## src/rtl/tdm_demux_1to8.sv

```systemverilog
// Serial TDM 1-to-8 demultiplexer: gathers eight slot bits into a shadow register
// and publishes them on Q as one registered frame, with resync and idle-timeout aborts.
module tdm_demux_1to8 #(
  parameter int TIMEOUT = 16
) (
  input  logic       clk,
  input  logic       rst,
  input  logic       din,
  input  logic       din_valid,
  input  logic       frame_start,
  output logic [7:0] Q,
  output logic       frame_valid,
  output logic       sync_err,
  output logic [2:0] sel,
  output logic       busy
);

  typedef enum logic {IDLE, COLLECT} state_t;

  localparam logic [7:0] TLAST = 8'(TIMEOUT - 1);

  state_t     state, state_nxt;
  logic [6:0] shadow, shadow_nxt;
  logic [2:0] slot, slot_nxt;
  logic [7:0] tcnt, tcnt_nxt;
  logic [7:0] q_nxt;
  logic       fv_nxt, se_nxt;

  always_ff @(posedge clk or posedge rst) begin
    if (rst) begin
      state       <= IDLE;
      shadow      <= '0;
      slot        <= '0;
      tcnt        <= '0;
      Q           <= '0;
      frame_valid <= 1'b0;
      sync_err    <= 1'b0;
    end else begin
      state       <= state_nxt;
      shadow      <= shadow_nxt;
      slot        <= slot_nxt;
      tcnt        <= tcnt_nxt;
      Q           <= q_nxt;
      frame_valid <= fv_nxt;
      sync_err    <= se_nxt;
    end
  end

  always_comb begin
    state_nxt  = state;
    shadow_nxt = shadow;
    slot_nxt   = slot;
    tcnt_nxt   = tcnt;
    q_nxt      = Q;
    fv_nxt     = 1'b0;
    se_nxt     = 1'b0;
    case (state)
      IDLE: begin
        tcnt_nxt = '0;
        if (din_valid && frame_start) begin
          shadow_nxt[0] = din;
          slot_nxt      = 3'd1;
          state_nxt     = COLLECT;
        end
      end
      COLLECT: begin
        if (din_valid) begin
          tcnt_nxt = '0;
          if (frame_start) begin
            // A new slot 0 mid-frame restarts collection; the partial frame is dropped.
            se_nxt        = 1'b1;
            shadow_nxt[0] = din;
            slot_nxt      = 3'd1;
          end else if (slot == 3'd7) begin
            q_nxt     = {din, shadow};
            fv_nxt    = 1'b1;
            slot_nxt  = 3'd0;
            state_nxt = IDLE;
          end else begin
            for (int k = 0; k < 7; k++)
              if (slot == 3'(k)) shadow_nxt[k] = din;
            slot_nxt = slot + 3'd1;
          end
        end else if (tcnt == TLAST) begin
          se_nxt    = 1'b1;
          slot_nxt  = 3'd0;
          tcnt_nxt  = '0;
          state_nxt = IDLE;
        end else if (tcnt != 8'hFF) begin
          tcnt_nxt = tcnt + 8'd1;
        end
      end
      default: state_nxt = IDLE;
    endcase
  end

  assign sel  = slot;
  assign busy = (state == COLLECT);

endmodule

```

## config.mk

```make
export PLATFORM = sky130hd
export DESIGN_NAME = tdm_demux_1to8
export DESIGN_NICKNAME = d
export VERILOG_FILES = /design/src/rtl/tdm_demux_1to8.sv
export SDC_FILE = /design/constraint.sdc
export NUM_CORES = 1
export LEC_CHECK = 0
export CORE_MARGIN = 10
export CORE_UTILIZATION = 57
export CTS_CLUSTER_SIZE = 12
export DETAILED_ROUTE_END_ITERATION = 16
export PLACE_DENSITY = 0.85
export SLEW_MARGIN = 20
export SYNTH_ARGS = -nofsm -noshare
export SYNTH_HDL_FRONTEND = slang
export SYNTH_SLANG_ARGS = --single-unit
```

## constraint.sdc

```tcl
create_clock -name clk -period 4.7 [get_ports clk]
set_input_delay 0.705 -clock clk [delete_from_list [all_inputs] [get_ports clk]]
set_output_delay 0.705 -clock clk [all_outputs]
set_load 0.005 [all_outputs]
```

## Word level (Yosys, flattened, before mapping)

Cells that the tools add are included.

- Register bits: 29
- Output and inout port bits: 14

- Eq/ne operators: 15
- Bitwise logic cells: 3
- Muxes and demuxes: 30
- Reductions and logical operators: 11
- Add/sub/neg operators: 2

Operator list:

| cell | count |
|---|---|
| AND reduction 5 bit | 6 |
| 2-to-1 mux 8 bit | 3 |
| 2-to-1 mux 1 bit | 18 |
| one-hot mux 8 bit (2 select lines) | 1 |
| 2-to-1 mux 3 bit | 5 |
| equality test 3 bit, second input constant | 4 |
| adder 8 x 1 -> 8 bit, second input constant | 1 |
| equality test 8 x 4 -> 1 bit, second input constant | 1 |
| inequality test 8 bit, second input constant | 1 |
| AND reduction 4 bit | 2 |
| equality test 3 x 2 -> 1 bit, second input constant | 2 |
| inequality test 3 x 2 -> 1 bit, second input constant | 2 |
| one-hot mux 3 bit (2 select lines) | 1 |
| inequality test 2 bit, second input constant | 2 |
| inequality test 4 x 2 -> 1 bit, second input constant | 1 |
| one-hot mux 1 bit (2 select lines) | 2 |
| adder 3 x 1 -> 3 bit, second input constant | 1 |
| equality test 3 x 1 -> 1 bit, second input constant | 1 |
| logical NOT 3 bit | 1 |
| inequality test 3 bit, second input constant | 1 |
| NOT 1 bit | 3 |
| AND reduction 2 bit | 1 |
| logical AND 1 bit | 1 |

## Depth between registers and ports, before layout

- Word-level depth: 6
- Depth in mapped cells: 6
- Depth with buffers taken out: 6

## Worst setup path before layout

OpenSTA, ideal clock, no wires.

- Kind: input to register
- From: input port din_valid
- To: register tcnt[0]
- Stages on the path: 5
- Data required time: 4.575 ns
- Arrival time: 1.670 ns
- Library setup time: 0.125 ns
- Setup slack: 2.905 ns
- Path through: buf_4 nand2b_2 nor3_4 nor2_1 mux2_2

- Word-level cells in the longest chain between the ends: 2
- Elaborated cells between the ends (all ways): 3
- Classes of those cells: eq/ne: 1; mux: 2

Ends and longest elaborated chain:

| element | line | RTL |
|---|---|---|
| from (decl) | 9 | `input logic din_valid,` |
| 2-to-1 mux 8 bit | 67 | `if (din_valid) begin` |
| one-hot mux 8 bit (2 select lines) | 57 | `case (state)` |
| to (signal assigned) | 42 | `tcnt <= tcnt_nxt;` |
| to (decl) | 25 | `logic [7:0] tcnt, tcnt_nxt;` |

Several ways; a longest one is shown, not always the timed one.
A chain may end at the register's enable or synchronous reset.

## Worst setup path in the final report

Ends and elaborated chain as after synthesis.

==> impl_metrics.tcl <==
set metrics [dict create \
    status "finished, final reports clean" \
    path_buf_inv 1 \
    drc 0 \
    syn_nets 134 \
    cp_num_cells 5 \
    synth_edf_count 0 \
    critPathArrivalTime_ns 2.29 \
    nNetsFinal 157 \
    total_power_w 0.000512 \
    cts_inserted_buffers 5 \
    portBuffers 18 \
    antenna_found_initial 0 \
    firstDrtPassIters 4 \
    cts_buffer_depth 2 \
    use_met3_pct 3.99 \
    synth.cell_area_um2 1410 \
    post_cts_buffers 0 \
    io_pins 19 \
    htreeDepth 2 \
    drv_cap 0 \
    grt_pass1_vias 1002 \
    start_kind "input pin" \
    rrSetupSlack_ns 2.77 \
    r2r_cells 6 \
    clk_latency_ns 0.34 \
    crit_required_ns 4.93 \
    gr-max-usage-layer "met2" \
    via_per_inst 5.74 \
    ys.warnings.count 0 \
    final_cell_mix "dfrtp_1 (29), clkdlybuf4s50_1 (18), nand2_1 (13)" \
    whs_path_depth 1 \
    crit_family "simple AND/OR/NAND/NOR gates" \
    wire_per_inst_um 15.1 \
    setup_violations 0 \
    period_needed_ns 2.06 \
    synth_seq_cells 29 \
    worstReg2RegStart "sel[0]" \
    cts-resized-gates 0 \
    slew_headroom_pct 61.3 \
    synth_cells 121 \
    die-area_um2 4870 \
    cp_cell_sequence "clkdlybuf4s50_1 -> nand2b_2 -> nor3_4 -> nor2_1 -> mux2_2" \
    endpoint "tcnt[0]" \
    hpwl_mm 1.94 \
    syn_area_per_cell_um2 11.7 \
    path_clk_slew_ns 0.09 \
    overflow 0 \
    die_w_um 69.8 \
    antennaDiodeCount 0 \
    ant_nets 0 \
    track_usage_pct 11.5 \
    hp-class "reg2reg" \
    place.gp.congestion 0.836 \
    path_class "in2reg" \
    drive_above_1_share_pct 15.9 \
    rsz0062_at_grt "no" \
    p_leak_nw 0.808 \
    r2r-end "shadow[4]" \
    fp.dieH_um 69.8 \
    ys.flop_type "dfrtp_1" \
    slowest_stage "clkdlybuf4s50_1" \
    maxSlewViolCount 0 \
    endpoint_kind "flop" \
    gr-usage-met2_pct 19.4 \
    worst_clock_skew_ns 0.0121 \
    cp-startpoint "din_valid" \
    yosysUniqueCellTypes 34 \
    async_reset_ff_share_pct 100 \
    worst_pin_slew_ns 0.580 \
    drtIter0Drc 35 \
    timing.fmax_mhz 486 \
    power_density_nw_per_um2 306 \
    hold_viol 0 \
    layout_commonest_cell "dfrtp_1" \
    grt_pass1_wl_mm 4.49 \
    grt_max_degree 30 \
    drt_wl_total_mm 2.61 \
    clkSinkCount 29 \
    cts_tree "done" \
    seq_area_frac_synth_pct 51.4 \
    critPathMaxFanout 10 \
    vias 993 \
    root_buffer "clkbuf_4" \
    max_stage_delay_ns 0.54 \
    start_util_pct 62.1 \
    cts_hold_buf 0 \
    syn2layout_area_growth_pct 18.2 \
    setup_tns_ns 0 \
    grtUsageMet1_pct 10.9 \
    peakVddDrop_mv 0.251 \
    coreArea_um2 2280 \
    placementRows 17 \
    period_share_pct 43.8 \
]
metrics by stage:
stage	instance area (µm²)	utilization, %	worst slack (ns)	cells	hold WS (ns)
global placement	1620	71.0	2.39	165	0.464
global route	1670	73.4	2.56	173	0.509
CTS	1670	73.4	2.62	173	0.500
detailed placement	1620	71.0	2.32	165	0.477
finish	1670	73.4	2.64	173	0.494
floorplan	1410	-	2.91	121	0.454
metal layers:
metal	part of all wire, %	up-vias
met1	39	487
met3	4.6	10
met2	53	21
li1	-	475
met5	0	-
met4	3.4	0
final cells by class:
cell class                      count  area (µm²)
Clock buffer                        5        37.5
Clock inverter                      3        17.5
Fill cell                         166         606
Inverter                            7        26.3
Multi-Input combinational cell     83         648
Sequential cell                    29         726
Tap cell                           28        35.0
Timing Repair Buffer               18         180
worst reg2reg max path, stage by stage (launching register included):
cell and delay, ns:
dfrtp_1 0.46, ha_1 0.28, ha_1 0.19, and4bb_1 0.31, and2_1 0.19, nand2_1 0.07, mux2_1 0.31
how the worst min path moves through the flow:
stage	from	endpoint	slack (ns)
2_1_floorplan	shadow[3]	Q[3]	0.45
3_3_place_gp	shadow[3]	Q[3]	0.46
3_5_place_dp	shadow[3]	shadow[3]	0.48
4_1_cts	shadow[3]	shadow[3]	0.50
5_1_grt	shadow[3]	Q[3]	0.51
6_report	shadow[3]	Q[3]	0.49
where the power goes:
group          switching (W)  leakage, nW  internal [W]
sequential         0.0000187        0.390      0.000274
clock              0.0000879       0.0310     0.0000562
combinational      0.0000343        0.387     0.0000406
cells by family (layout without fill, tap and decap cells):
kind of cell / count (synthesis) / count (layout) / share of synthesized area, %
xor+xnor: 2 / 2 / 1.24
compound gates: 21 / 21 / 10.0
fa+ha+maj: 8 / 8 / 7.09
buf+inv: 9 / 33 / 2.75
flops: 29 / 29 / 51.4
mux: 16 / 16 / 12.8
simple gates: 36 / 36 / 14.8
state kept, by name, summed over array words and instances, names as in the netlist:
name         cells
shadow           7
sync_err         1
tcnt             8
frame_valid      1
busy             1
sel              3
Q                8
cell usage after synthesis (all sizes together) (3+ instances only):
cell / instances / area share (%)
dfrtp: 29 / 51
mux2: 16 / 13
nand2: 13 / 3.5
ha: 8 / 7.1
inv: 7 / 1.9
a21oi: 5 / 1.8
nor2: 5 / 1.3
o21ai: 4 / 1.4
a31oi: 3 / 1.3
nand3: 3 / 1.1
nor3: 3 / 1.9
o31ai: 3 / 1.6
Note: power is estimated with default switching activity, not from simulation.
